==> src/rtl/color_pkg.sv <==
// Shared types and default thresholds for the colour classifier slice.
package color_pkg;

    typedef enum logic [2:0] {
        CLS_NONE  = 3'd0,
        CLS_BLACK = 3'd1,
        CLS_WHITE = 3'd2,
        CLS_RED   = 3'd3,
        CLS_GREEN = 3'd4,
        CLS_BLUE  = 3'd5,
        CLS_MIXED = 3'd6
    } class_t;

    typedef enum logic [1:0] {
        ST_ACCUM    = 2'd0,
        ST_AVG      = 2'd1,
        ST_CLASSIFY = 2'd2,
        ST_COMMIT   = 2'd3
    } state_t;

    localparam int DEF_DATA_W     = 8;
    localparam int DEF_WIN_LOG2   = 10;
    localparam int DEF_STABLE_N   = 3;
    localparam int DEF_BW_TOL     = 16;
    localparam int DEF_DOM_MARGIN = 32;

endpackage

==> src/rtl/color_classifier_if.sv <==
// Pixel stream in, window classification out.
// RGB_VDE is a valid with no ready: the block accepts every pixel presented while it is high.
interface color_classifier_if #(
    parameter int DATA_W = 8
);
    logic [3*DATA_W-1:0] RGB_Data;
    logic                RGB_VDE;
    logic                RGB_VSync;
    logic [3*DATA_W-1:0] Avg_RGB;
    logic [2:0]          Class_Code;
    logic                Class_Valid;
    logic                Class_Change;
    logic                LED_R;
    logic                LED_G;
    logic                LED_B;

    modport master (
        output RGB_Data, RGB_VDE, RGB_VSync,
        input  Avg_RGB, Class_Code, Class_Valid, Class_Change, LED_R, LED_G, LED_B
    );

    modport slave (
        input  RGB_Data, RGB_VDE, RGB_VSync,
        output Avg_RGB, Class_Code, Class_Valid, Class_Change, LED_R, LED_G, LED_B
    );
endinterface

==> src/rtl/color_window_acc.sv <==
// Per-channel window accumulator; strobes close_o with the window average on the last pixel.
module color_window_acc #(
    parameter int DATA_W   = 8,
    parameter int WIN_LOG2 = 10
) (
    input  logic                clk,
    input  logic                rst,
    input  logic                pix_valid_i,
    input  logic                frame_start_i,
    input  logic [3*DATA_W-1:0] pix_i,
    output logic                close_o,
    output logic [3*DATA_W-1:0] avg_o
);
    localparam int ACC_W = DATA_W + WIN_LOG2;

    logic [ACC_W-1:0]    acc_q [3];
    logic [ACC_W-1:0]    acc_d [3];
    logic [ACC_W-1:0]    sum   [3];
    logic [WIN_LOG2-1:0] cnt_q, cnt_d;

    // A frame start wins over a close: the coincident pixel seeds the new window.
    always_comb begin
        close_o = pix_valid_i && !frame_start_i && (cnt_q == '1);
        cnt_d   = cnt_q;
        avg_o   = '0;
        for (int i = 0; i < 3; i++) begin
            sum[i]   = acc_q[i] + ACC_W'(pix_i[(2-i)*DATA_W +: DATA_W]);
            avg_o[(2-i)*DATA_W +: DATA_W] = DATA_W'(sum[i] >> WIN_LOG2);
            acc_d[i] = acc_q[i];
            if (frame_start_i) begin
                acc_d[i] = pix_valid_i ? ACC_W'(pix_i[(2-i)*DATA_W +: DATA_W]) : '0;
            end else if (pix_valid_i) begin
                acc_d[i] = close_o ? '0 : sum[i];
            end
        end
        if (frame_start_i) begin
            cnt_d = pix_valid_i ? WIN_LOG2'(1) : '0;
        end else if (pix_valid_i) begin
            cnt_d = cnt_q + WIN_LOG2'(1);
        end
    end

    always_ff @(posedge clk) begin
        if (rst) begin
            cnt_q <= '0;
            for (int i = 0; i < 3; i++) acc_q[i] <= '0;
        end else begin
            cnt_q <= cnt_d;
            for (int i = 0; i < 3; i++) acc_q[i] <= acc_d[i];
        end
    end

endmodule

==> src/rtl/color_classifier.sv <==
// Windowed RGB average, dominant-colour classification with debounce, and LED indication.
module color_classifier
    import color_pkg::*;
#(
    parameter int DATA_W     = DEF_DATA_W,
    parameter int WIN_LOG2   = DEF_WIN_LOG2,
    parameter int STABLE_N   = DEF_STABLE_N,
    parameter int BW_TOL     = DEF_BW_TOL,
    parameter int DOM_MARGIN = DEF_DOM_MARGIN,
    parameter int LED_MODE   = 0
) (
    input  logic              clk_100MHz,
    input  logic              Rst,
    color_classifier_if.slave bus,
    output logic [1:0]        state_dbg
);
    localparam int CW     = DATA_W + 1;
    localparam int STAB_W = $clog2(STABLE_N + 1);
    localparam logic [CW-1:0] BLACK_LIM = CW'(BW_TOL);
    localparam logic [CW-1:0] WHITE_LIM = CW'((2 ** DATA_W) - 1 - BW_TOL);
    localparam logic [CW-1:0] MARGIN    = CW'(DOM_MARGIN);

    logic                vsync_q;
    logic                frame_start;
    logic                win_close;
    logic [3*DATA_W-1:0] win_avg;

    state_t              state_q, state_d;
    logic [3*DATA_W-1:0] avg_q, avg_d;
    class_t              cand_q, cand_d;
    class_t              class_q, class_d;
    logic [STAB_W-1:0]   stab_q, stab_d;
    logic                valid_q, valid_d;
    logic                change_q, change_d;
    logic [2:0]          led_q, led_d;

    assign frame_start = bus.RGB_VSync & ~vsync_q;

    color_window_acc #(
        .DATA_W   (DATA_W),
        .WIN_LOG2 (WIN_LOG2)
    ) u_window_acc (
        .clk           (clk_100MHz),
        .rst           (Rst),
        .pix_valid_i   (bus.RGB_VDE),
        .frame_start_i (frame_start),
        .pix_i         (bus.RGB_Data),
        .close_o       (win_close),
        .avg_o         (win_avg)
    );

    // Widened by one bit so channel + margin never wraps.
    function automatic class_t classify(input logic [3*DATA_W-1:0] px);
        logic [CW-1:0] r, g, b;
        class_t        c;
        r = CW'(px[3*DATA_W-1 -: DATA_W]);
        g = CW'(px[2*DATA_W-1 -: DATA_W]);
        b = CW'(px[DATA_W-1:0]);
        if (r < BLACK_LIM && g < BLACK_LIM && b < BLACK_LIM)       c = CLS_BLACK;
        else if (r > WHITE_LIM && g > WHITE_LIM && b > WHITE_LIM)  c = CLS_WHITE;
        else if (r >= g + MARGIN && r >= b + MARGIN)               c = CLS_RED;
        else if (g >= r + MARGIN && g >= b + MARGIN)               c = CLS_GREEN;
        else if (b >= r + MARGIN && b >= g + MARGIN)               c = CLS_BLUE;
        else                                                       c = CLS_MIXED;
        return c;
    endfunction

    // Returns {R,G,B}.
    function automatic logic [2:0] led_map(input class_t c);
        logic [2:0] l;
        if (LED_MODE == 1) begin
            l = (c == CLS_BLACK || c == CLS_WHITE) ? 3'b100 : 3'b010;
        end else begin
            case (c)
                CLS_RED:   l = 3'b100;
                CLS_GREEN: l = 3'b010;
                CLS_BLUE:  l = 3'b001;
                CLS_WHITE: l = 3'b111;
                default:   l = 3'b000;
            endcase
        end
        return l;
    endfunction

    always_comb begin
        case (state_q)
            ST_AVG:      state_d = ST_CLASSIFY;
            ST_CLASSIFY: state_d = ST_COMMIT;
            default:     state_d = ST_ACCUM;
        endcase
        if (win_close) state_d = ST_AVG;

        avg_d  = win_close ? win_avg : avg_q;
        cand_d = cand_q;
        stab_d = stab_q;
        if (state_q == ST_AVG) begin
            cand_d = classify(avg_q);
            if (cand_d == cand_q) begin
                stab_d = (stab_q == STAB_W'(STABLE_N)) ? stab_q : stab_q + STAB_W'(1);
            end else begin
                stab_d = STAB_W'(1);
            end
        end

        valid_d  = (state_q == ST_CLASSIFY);
        class_d  = class_q;
        change_d = 1'b0;
        if (state_q == ST_CLASSIFY && stab_q == STAB_W'(STABLE_N)) begin
            class_d  = cand_q;
            change_d = (cand_q != class_q);
        end

        led_d = led_map(class_q);
    end

    always_ff @(posedge clk_100MHz) begin
        if (Rst) begin
            vsync_q  <= 1'b0;
            state_q  <= ST_ACCUM;
            avg_q    <= '0;
            cand_q   <= CLS_NONE;
            class_q  <= CLS_NONE;
            stab_q   <= '0;
            valid_q  <= 1'b0;
            change_q <= 1'b0;
            led_q    <= led_map(CLS_NONE);
        end else begin
            vsync_q  <= bus.RGB_VSync;
            state_q  <= state_d;
            avg_q    <= avg_d;
            cand_q   <= cand_d;
            class_q  <= class_d;
            stab_q   <= stab_d;
            valid_q  <= valid_d;
            change_q <= change_d;
            led_q    <= led_d;
        end
    end

    assign bus.Avg_RGB      = avg_q;
    assign bus.Class_Code   = class_q;
    assign bus.Class_Valid  = valid_q;
    assign bus.Class_Change = change_q;
    assign bus.LED_R        = led_q[2];
    assign bus.LED_G        = led_q[1];
    assign bus.LED_B        = led_q[0];
    assign state_dbg        = state_q;

endmodule

==> src/flat_wrapper.sv <==
// flat-port wrapper written by rule: the top's interface ports become plain ports
module color_classifier_flat import color_pkg::*;
#(
    parameter int DATA_W     = DEF_DATA_W,
    parameter int WIN_LOG2   = DEF_WIN_LOG2,
    parameter int STABLE_N   = DEF_STABLE_N,
    parameter int BW_TOL     = DEF_BW_TOL,
    parameter int DOM_MARGIN = DEF_DOM_MARGIN,
    parameter int LED_MODE   = 0
)
  (clk_100MHz, Rst, state_dbg, bus_RGB_Data, bus_RGB_VDE, bus_RGB_VSync, bus_Avg_RGB, bus_Class_Code, bus_Class_Valid, bus_Class_Change, bus_LED_R, bus_LED_G, bus_LED_B);
  color_classifier_if #(.DATA_W(DATA_W)) bus_i ();
  input  logic clk_100MHz;
  input  logic Rst;
  output logic [1:0] state_dbg;
  input wire logic [$bits(bus_i.RGB_Data)-1:0] bus_RGB_Data;
  input wire logic [$bits(bus_i.RGB_VDE)-1:0] bus_RGB_VDE;
  input wire logic [$bits(bus_i.RGB_VSync)-1:0] bus_RGB_VSync;
  output wire logic [$bits(bus_i.Avg_RGB)-1:0] bus_Avg_RGB;
  output wire logic [$bits(bus_i.Class_Code)-1:0] bus_Class_Code;
  output wire logic [$bits(bus_i.Class_Valid)-1:0] bus_Class_Valid;
  output wire logic [$bits(bus_i.Class_Change)-1:0] bus_Class_Change;
  output wire logic [$bits(bus_i.LED_R)-1:0] bus_LED_R;
  output wire logic [$bits(bus_i.LED_G)-1:0] bus_LED_G;
  output wire logic [$bits(bus_i.LED_B)-1:0] bus_LED_B;
  assign bus_i.RGB_Data = bus_RGB_Data;
  assign bus_i.RGB_VDE = bus_RGB_VDE;
  assign bus_i.RGB_VSync = bus_RGB_VSync;
  assign bus_Avg_RGB = bus_i.Avg_RGB;
  assign bus_Class_Code = bus_i.Class_Code;
  assign bus_Class_Valid = bus_i.Class_Valid;
  assign bus_Class_Change = bus_i.Class_Change;
  assign bus_LED_R = bus_i.LED_R;
  assign bus_LED_G = bus_i.LED_G;
  assign bus_LED_B = bus_i.LED_B;
  color_classifier #(.DATA_W(DATA_W), .WIN_LOG2(WIN_LOG2), .STABLE_N(STABLE_N), .BW_TOL(BW_TOL), .DOM_MARGIN(DOM_MARGIN), .LED_MODE(LED_MODE)) u_core (.clk_100MHz(clk_100MHz), .Rst(Rst), .bus(bus_i), .state_dbg(state_dbg));
endmodule
==> config.mk <==
export PLATFORM = sky130hd
export DESIGN_NAME = color_classifier_flat
export DESIGN_NICKNAME = d
export VERILOG_FILES = /design/src/rtl/color_pkg.sv /design/src/rtl/color_classifier_if.sv /design/src/rtl/color_window_acc.sv /design/src/rtl/color_classifier.sv /design/src/flat_wrapper.sv
export SDC_FILE = /design/constraint.sdc
export NUM_CORES = 1
export LEC_CHECK = 0
export CORE_ASPECT_RATIO = 0.75
export CORE_MARGIN = 2
export CORE_UTILIZATION = 41
export DETAILED_ROUTE_END_ITERATION = 8
export DONT_BUFFER_PORTS = 1
export PLACE_DENSITY_LB_ADDON = 0.15
export SYNTH_ARGS = -nofsm -noshare
export SYNTH_HDL_FRONTEND = slang
export SYNTH_SLANG_ARGS = --single-unit
==> constraint.sdc <==
create_clock -name clk_100MHz -period 2.84 [get_ports clk_100MHz]
set_clock_uncertainty 0.15 [all_clocks]
set_input_delay 0.568 -clock clk_100MHz [delete_from_list [all_inputs] [get_ports clk_100MHz]]
set_output_delay 0.568 -clock clk_100MHz [all_outputs]
set_load 0.1 [all_outputs]
==> results of run 1 <==
[worst paths after layout]
kind              cells past startpoint                                     to                             startpoint  slack, ns
setup / recovery                     12          u_core.stab_q[0]$_SDFFE_PP0P_     u_core.bus.Avg_RGB[0]$_SDFFE_PP0P_       0.06
hold / removal                        1              u_core.vsync_q$_SDFF_PP0_                                    Rst       0.11
setup reg to reg                     12          u_core.stab_q[0]$_SDFFE_PP0P_     u_core.bus.Avg_RGB[0]$_SDFFE_PP0P_       0.06
hold reg to reg                       2  u_core.bus.Class_Code[1]$_SDFFE_PP0P_  u_core.bus.Class_Code[1]$_SDFFE_PP0P_       0.33
[through the flow]
stage          power (mW)  hold slack (ns)  cell area [sq um]
2_1_floorplan       1.837           0.3128               6870
3_3_place_gp        1.896           0.3207               7516
3_5_place_dp        1.911           0.3279               7516
4_1_cts             3.169           0.1021               7828
5_1_grt             3.288          0.09431               8090
6_report            3.132           0.1139               8090
[cells by family (layout without fill, tap and decap cells)]
kind of cell,Yosys count,count (layout),synth area share
compound gates,239,239,0.2319
xor+xnor,65,65,0.08942
fa+ha+maj,71,71,0.1327
buf+inv,83,138,0.04793
flops,104,104,0.3068
mux,5,5,0.007375
simple gates,268,268,0.1838
[critical path: stages, from the launching register on]
cell and delay (ns):
dfxtp_4 0.37, inv_1 0.06, ha_1 0.30, nand2b_1 0.16, a211oi_2 0.19, o21ai_1 0.10, a221oi_2 0.36, buf_4 0.18
a211oi_2 0.05, xnor2_1 0.14, a211o_1 0.35, a31oi_1 0.19, o21a_1 0.14
[area by class of cell]
| type | instances | share of cell area |
|---|---|---|
| clock buffers | 9 | 0.02784 |
| clock inverters | 7 | 0.007423 |
| inverters | 38 | 0.01763 |
| multi-input cells | 648 | 0.5707 |
| flip-flops and latches | 104 | 0.2660 |
| well taps | 210 | 0.03248 |
| repair buffers | 84 | 0.07795 |
[timing repair]
item | CTS | global route
pin swaps | 2 | 21
setup endpoints to repair | 2 | 12
setup buffers | 1 | 9
resized for setup | 4 | 30
[where the power goes]
group	switching [mW]	internal [mW]	total, mW
registers	0.0211	1.47	1.49
logic	0.212	0.177	0.389
clock network	0.632	0.617	1.25
total	0.865	2.27	3.13
[layout by cell type, fill, tap and decap left out, types with 4 or more instances in the layout]
cell type / instances
inv_1: 35
xor2_1: 29
nand2_1: 65
a211oi_1: 28
nand3_1: 43
nor2_1: 84
ha_1: 56
a21o_1: 11
buf_4: 84
o21ai_0: 51
nor2b_1: 8
nor3_1: 6
ha_4: 6
clkbuf_16: 9
a211o_1: 4
or3_1: 19
mux2i_1: 5
xnor2_1: 32
dfxtp_1: 80
dfxtp_4: 16
nand2b_1: 5
and3_1: 16
maj3_1: 4
nand4_1: 6
o21bai_1: 12
a31oi_1: 18
a21oi_2: 9
a22oi_1: 26
a21oi_1: 41
dfxtp_2: 8
[metal layers]
layer	part of all wire	global-route usage	up-vias
li1	-	-	3100
met1	0.49	0.2961	2911
met2	0.44	0.3390	175
met3	0.062	0.05497	24
met4	0.014	0.06296	0
met5	0	0	-
[state kept, by name (all words and copies together), names as in the netlist, 2 cells and up]
register,flops
u_core.u_window_acc.acc_q,54
u_core.stab_q,2
u_core.state_dbg,2
u_core.led_q,3
u_core.bus.Class_Code,3
u_core.bus.Avg_RGB,24
u_core.cand_q,3
u_core.u_window_acc.cnt_q,10
==> qor.csv, run 1 <==
metric,value,unit
"Slew Viols, Final",0,
Hold Crit Class,primary input to register,
DR iter-0 viols,413,
Leak Pwr,3.214,nW
cell count after synthesis,835,
Post-synth EDFFs,0,
remaining antenna violation count,0,
fin crit share,0.9803,
Worst-Skew Late Latency,0.36,ns
post-synth top area cell,dfxtp_1,
DP Cell Count,1074,
wire per inst,17.04,um
synthesis-stage register bit count,104,
register area,0.002152,sq mm
mean post-synth cell area,8.128,sq um
Final Hold Fails,0,
Top Ports,62,
Period minus WS final,2.784,ns
TritonCTS Buffers,9,
"non-filler cells, final",1100,
outcome,"complete, no violations",
clk slew on worst S/H paths,0.08,ns
Multi-input gate area,0.004617,sq mm
Core ar.,0.01612,sq mm
type of element capturing the critical path,register,
Die Height,115.4,um
"top cells by area, synth","dfxtp_1, ha_1, nor2_1",
Yosys Warn Count,0,
total wire length,18750,um
n_diodes,0,
nets,980,
maximum buffer depth of the clock tree,2,
synth-to-layout area growth,19.21,%
hold bufs inserted after CTS,0,
crit path max fanout,4,
die area,0.01761,sq mm
first-pass GRT wire length,30550,um
Initial Utilization,0.4211,
Worst Setup Path Type,register to register,
Critical Path Start Type,register,
Max Fclk,0.3592,GHz
Final setup viols,0,
GRT overflow,0,
vias in the first global route,5978,
Least-Margin Pin Slew,0.9890,ns
top cell type's share of synthesized area,0.3068,
Final WS setup,0.05582,ns
GRT Total Usage,0.2157,
"Top FF cell, synth",dfxtp_1,
CTS root buf,clkbuf_16,
post-synthesis sequential area ratio,0.3068,
DR DRC count,0,
max cap viols,0,
total negative slack,0,ns
fraction of registers with async set/reset,0,
Final Wtd Congestion,0.9135,
Max VDD drop,0.2728,mV
synth unique cells,59,
via/cell ratio,5.645,
Final HPWL DP,13640,um
H-tree depth,3,
Filler Cells Inserted,1526,
top-count cell post-synth,dfxtp_1,
CP arrival,2.94,ns
mapped cell area,0.006787,sq mm
initial antenna violation count,0,
post-place setup slack,-0.1333,ns
Sink Count,104,
post-layout utilization of the core,0.5020,
Pwr per Cell Area,387.1,mW/mm^2
Mapped Nets,930,
vias,6210,
commonest cells in the netlist,"dfxtp_1, nor2_1, nand2_1",
die span in x,152.6,um
max_slew headroom,0.3382,
Pre-antenna DRT Iters,5,
Rows,40,
share of cells above drive strength 1,0.1865,
largest net degree at the start of global routing,66,
RSZ-0062 raised after global routing,yes,
CTS tree,yes,
IO Port Bufs,0,
WP data required,3.00,ns
Power figures use the tool's default switching activity.
==> run 2: changes to the inputs <==
--- a/config.mk
+++ b/config.mk
@@ -7,7 +7,7 @@
 export LEC_CHECK = 0
 export CORE_ASPECT_RATIO = 0.75
 export CORE_MARGIN = 2
-export CORE_UTILIZATION = 41
+export CORE_UTILIZATION = 50
 export DETAILED_ROUTE_END_ITERATION = 8
 export DONT_BUFFER_PORTS = 1
 export PLACE_DENSITY_LB_ADDON = 0.15
==> run 2 against run 1 <==
Clock power barely moved. Count of clock-buffer cells in the layout did not move. Register-to-register slack barely moved. Non-clock buffer count fell by 18. Routed wire length fell by 3.9%. Total power fell by 0.23%. Utilization rose by 11 points. Sequential power barely moved. Critical path depth fell by 1. Combinational power barely moved. Largest cell class unchanged.
==> qor.csv, run 2 (same netlist as run 1, synthesis figures left out) <==
metric,value,unit
outcome,"complete, no violations",
hold bufs inserted after CTS,0,
n_diodes,0,
Hold Crit Class,primary input to register,
post-place setup slack,-0.09274,ns
Least-Margin Pin Slew,1.005,ns
die span in x,138.5,um
GRT overflow,0,
sequence of cells on the critical path,"inv_4, ha_4, a221o_1, a31oi_2, o211a_1, nor3_2, a211oi_2, xnor2_1, a211o_1, a31oi_1, o21a_1",
Pre-antenna DRT Iters,4,
most frequent cells in the layout,"nor2_1, dfxtp_1, nand2_1",
RSZ-0062 raised after global routing,yes,
Reg2Reg Depth,11,
Critical Path Slowest Stage Cell,dfxtp_4,
critical path depth in cells,11,
Initial Utilization,0.5178,
number of flip-flops in the largest register,54,
Pwr per Cell Area,390.1,mW/mm^2
clk slew on worst S/H paths,0.08,ns
WHS,0.1316,ns
H-tree depth,3,
CTS tree,yes,
Max Fclk,0.3602,GHz
Die Height,104.9,um
via/cell ratio,5.847,
TritonCTS Buffers,9,
Leak Pwr,3.146,nW
die area,0.01453,sq mm
remaining antenna violation count,0,
Max VDD drop,0.3504,mV
DR DRC count,0,
Critical Path Start Type,register,
Buf/Inv on CP,1,
Worst path top cell family by delay,compound AO/OA/AOI/OAI gates,
type of element capturing the critical path,register,
register area,0.002157,sq mm
total wire length,18020,um
Final Wtd Congestion,0.9018,
Sink Count,104,
fin crit share,0.9775,
GRT Total Usage,0.2443,
first-pass GRT wire length,29410,um
Core ar.,0.01311,sq mm
Hold Crit Depth,1,
WP data required,2.99,ns
IO Port Bufs,0,
Top reg by flops,u_core.u_window_acc.acc_q,
DR iter-0 viols,374,
Final Hold Fails,0,
vias,6098,
Worst Setup Path Type,register to register,
"commonest non-fill, non-tap cell in the layout",nor2_1,
Rows,36,
Period minus WS final,2.776,ns
Multi-input gate area,0.004664,sq mm
vias in the first global route,5942,
share of cells above drive strength 1,0.1800,
synth-to-layout area growth,18.03,%
Final WS setup,0.06389,ns
Top Ports,62,
Worst-Skew Late Latency,0.35,ns
max cap viols,0,
"Slew Viols, Final",0,
CP arrival,2.93,ns
maximum buffer depth of the clock tree,2,
CTS root buf,clkbuf_16,
max_slew headroom,0.3276,
nets,962,
wire per inst,17.27,um
largest net degree at the start of global routing,66,
Final setup viols,0,
initial antenna violation count,0,
crit path max fanout,4,
Final HPWL DP,12820,um
Filler Cells Inserted,1127,
crit-path max cell delay,0.38,ns
[run 2: cell count changes in the layout (fill, tap and decap cells not counted), moves of 2 or more]
cell and delta:
a211oi_1 -2, a211oi_2 +3, buf_12 +2, buf_4 -21, clkinv_4 +2, dfxtp_2 -2, dfxtp_4 +2, ha_1 -2
ha_4 +3, inv_1 -4, inv_4 +2, o21ai_0 -2
[run 2: final cells by class]
type / instances / share of cell area
Multi-Input combinational cell: 648 / 0.5823
Sequential cell: 104 / 0.2693
Timing Repair Buffer: 66 / 0.06592
Clock buffer: 9 / 0.02812
Tap cell: 171 / 0.02671
Inverter: 38 / 0.01874
Clock inverter: 7 / 0.008903
[run 2: layer usage]
| layer | share of wire | track usage |
|---|---|---|
| met1 | 0.49 | 0.3461 |
| met2 | 0.45 | 0.3921 |
| met3 | 0.055 | 0.05133 |
| met4 | 0.0053 | 0.03717 |
| met5 | 0 | 0 |
[run 2: repair_timing]
action / CTS / global route
gates cloned: 0 / 0
endpoints found under the setup margin: 2 / 12
pin swaps: 0 / 24
gates resized for setup: 4 / 51
buffers inserted: 0 / 5
[run 2: final timing paths]
check                                                     start                                       endpoint  slack, ns
setup reg to reg             u_core.bus.Avg_RGB[2]$_SDFFE_PP0P_                  u_core.stab_q[0]$_SDFFE_PP0P_       0.06
hold reg to reg   u_core.u_window_acc.acc_q[0][15]$_SDFFE_PP0P_  u_core.u_window_acc.acc_q[0][15]$_SDFFE_PP0P_       0.36
hold / removal                                              Rst                      u_core.vsync_q$_SDFF_PP0_       0.13
setup / recovery             u_core.bus.Avg_RGB[2]$_SDFFE_PP0P_                  u_core.stab_q[0]$_SDFFE_PP0P_       0.06
[run 2: power by group]
part           internal [mW]  switching [mW]
clock                  0.622           0.622
sequential              1.47          0.0213
combinational          0.175           0.213
[run 2: metrics by stage]
step / total power, mW / std cells / area [sq um] / TNS, ns / utilization
after floorplan: 1.837 / 835 / 6870 / -0.007860 / -
after global placement: 1.895 / 1022 / 7382 / -0.05622 / 0.5632
after detailed placement: 1.910 / 1022 / 7382 / -0.8857 / 0.5632
after CTS: 3.134 / 1038 / 7702 / 0 / 0.5876
after global routing: 3.256 / 1043 / 8010 / -0.08021 / 0.6111
final: 3.125 / 1043 / 8010 / 0 / 0.6111
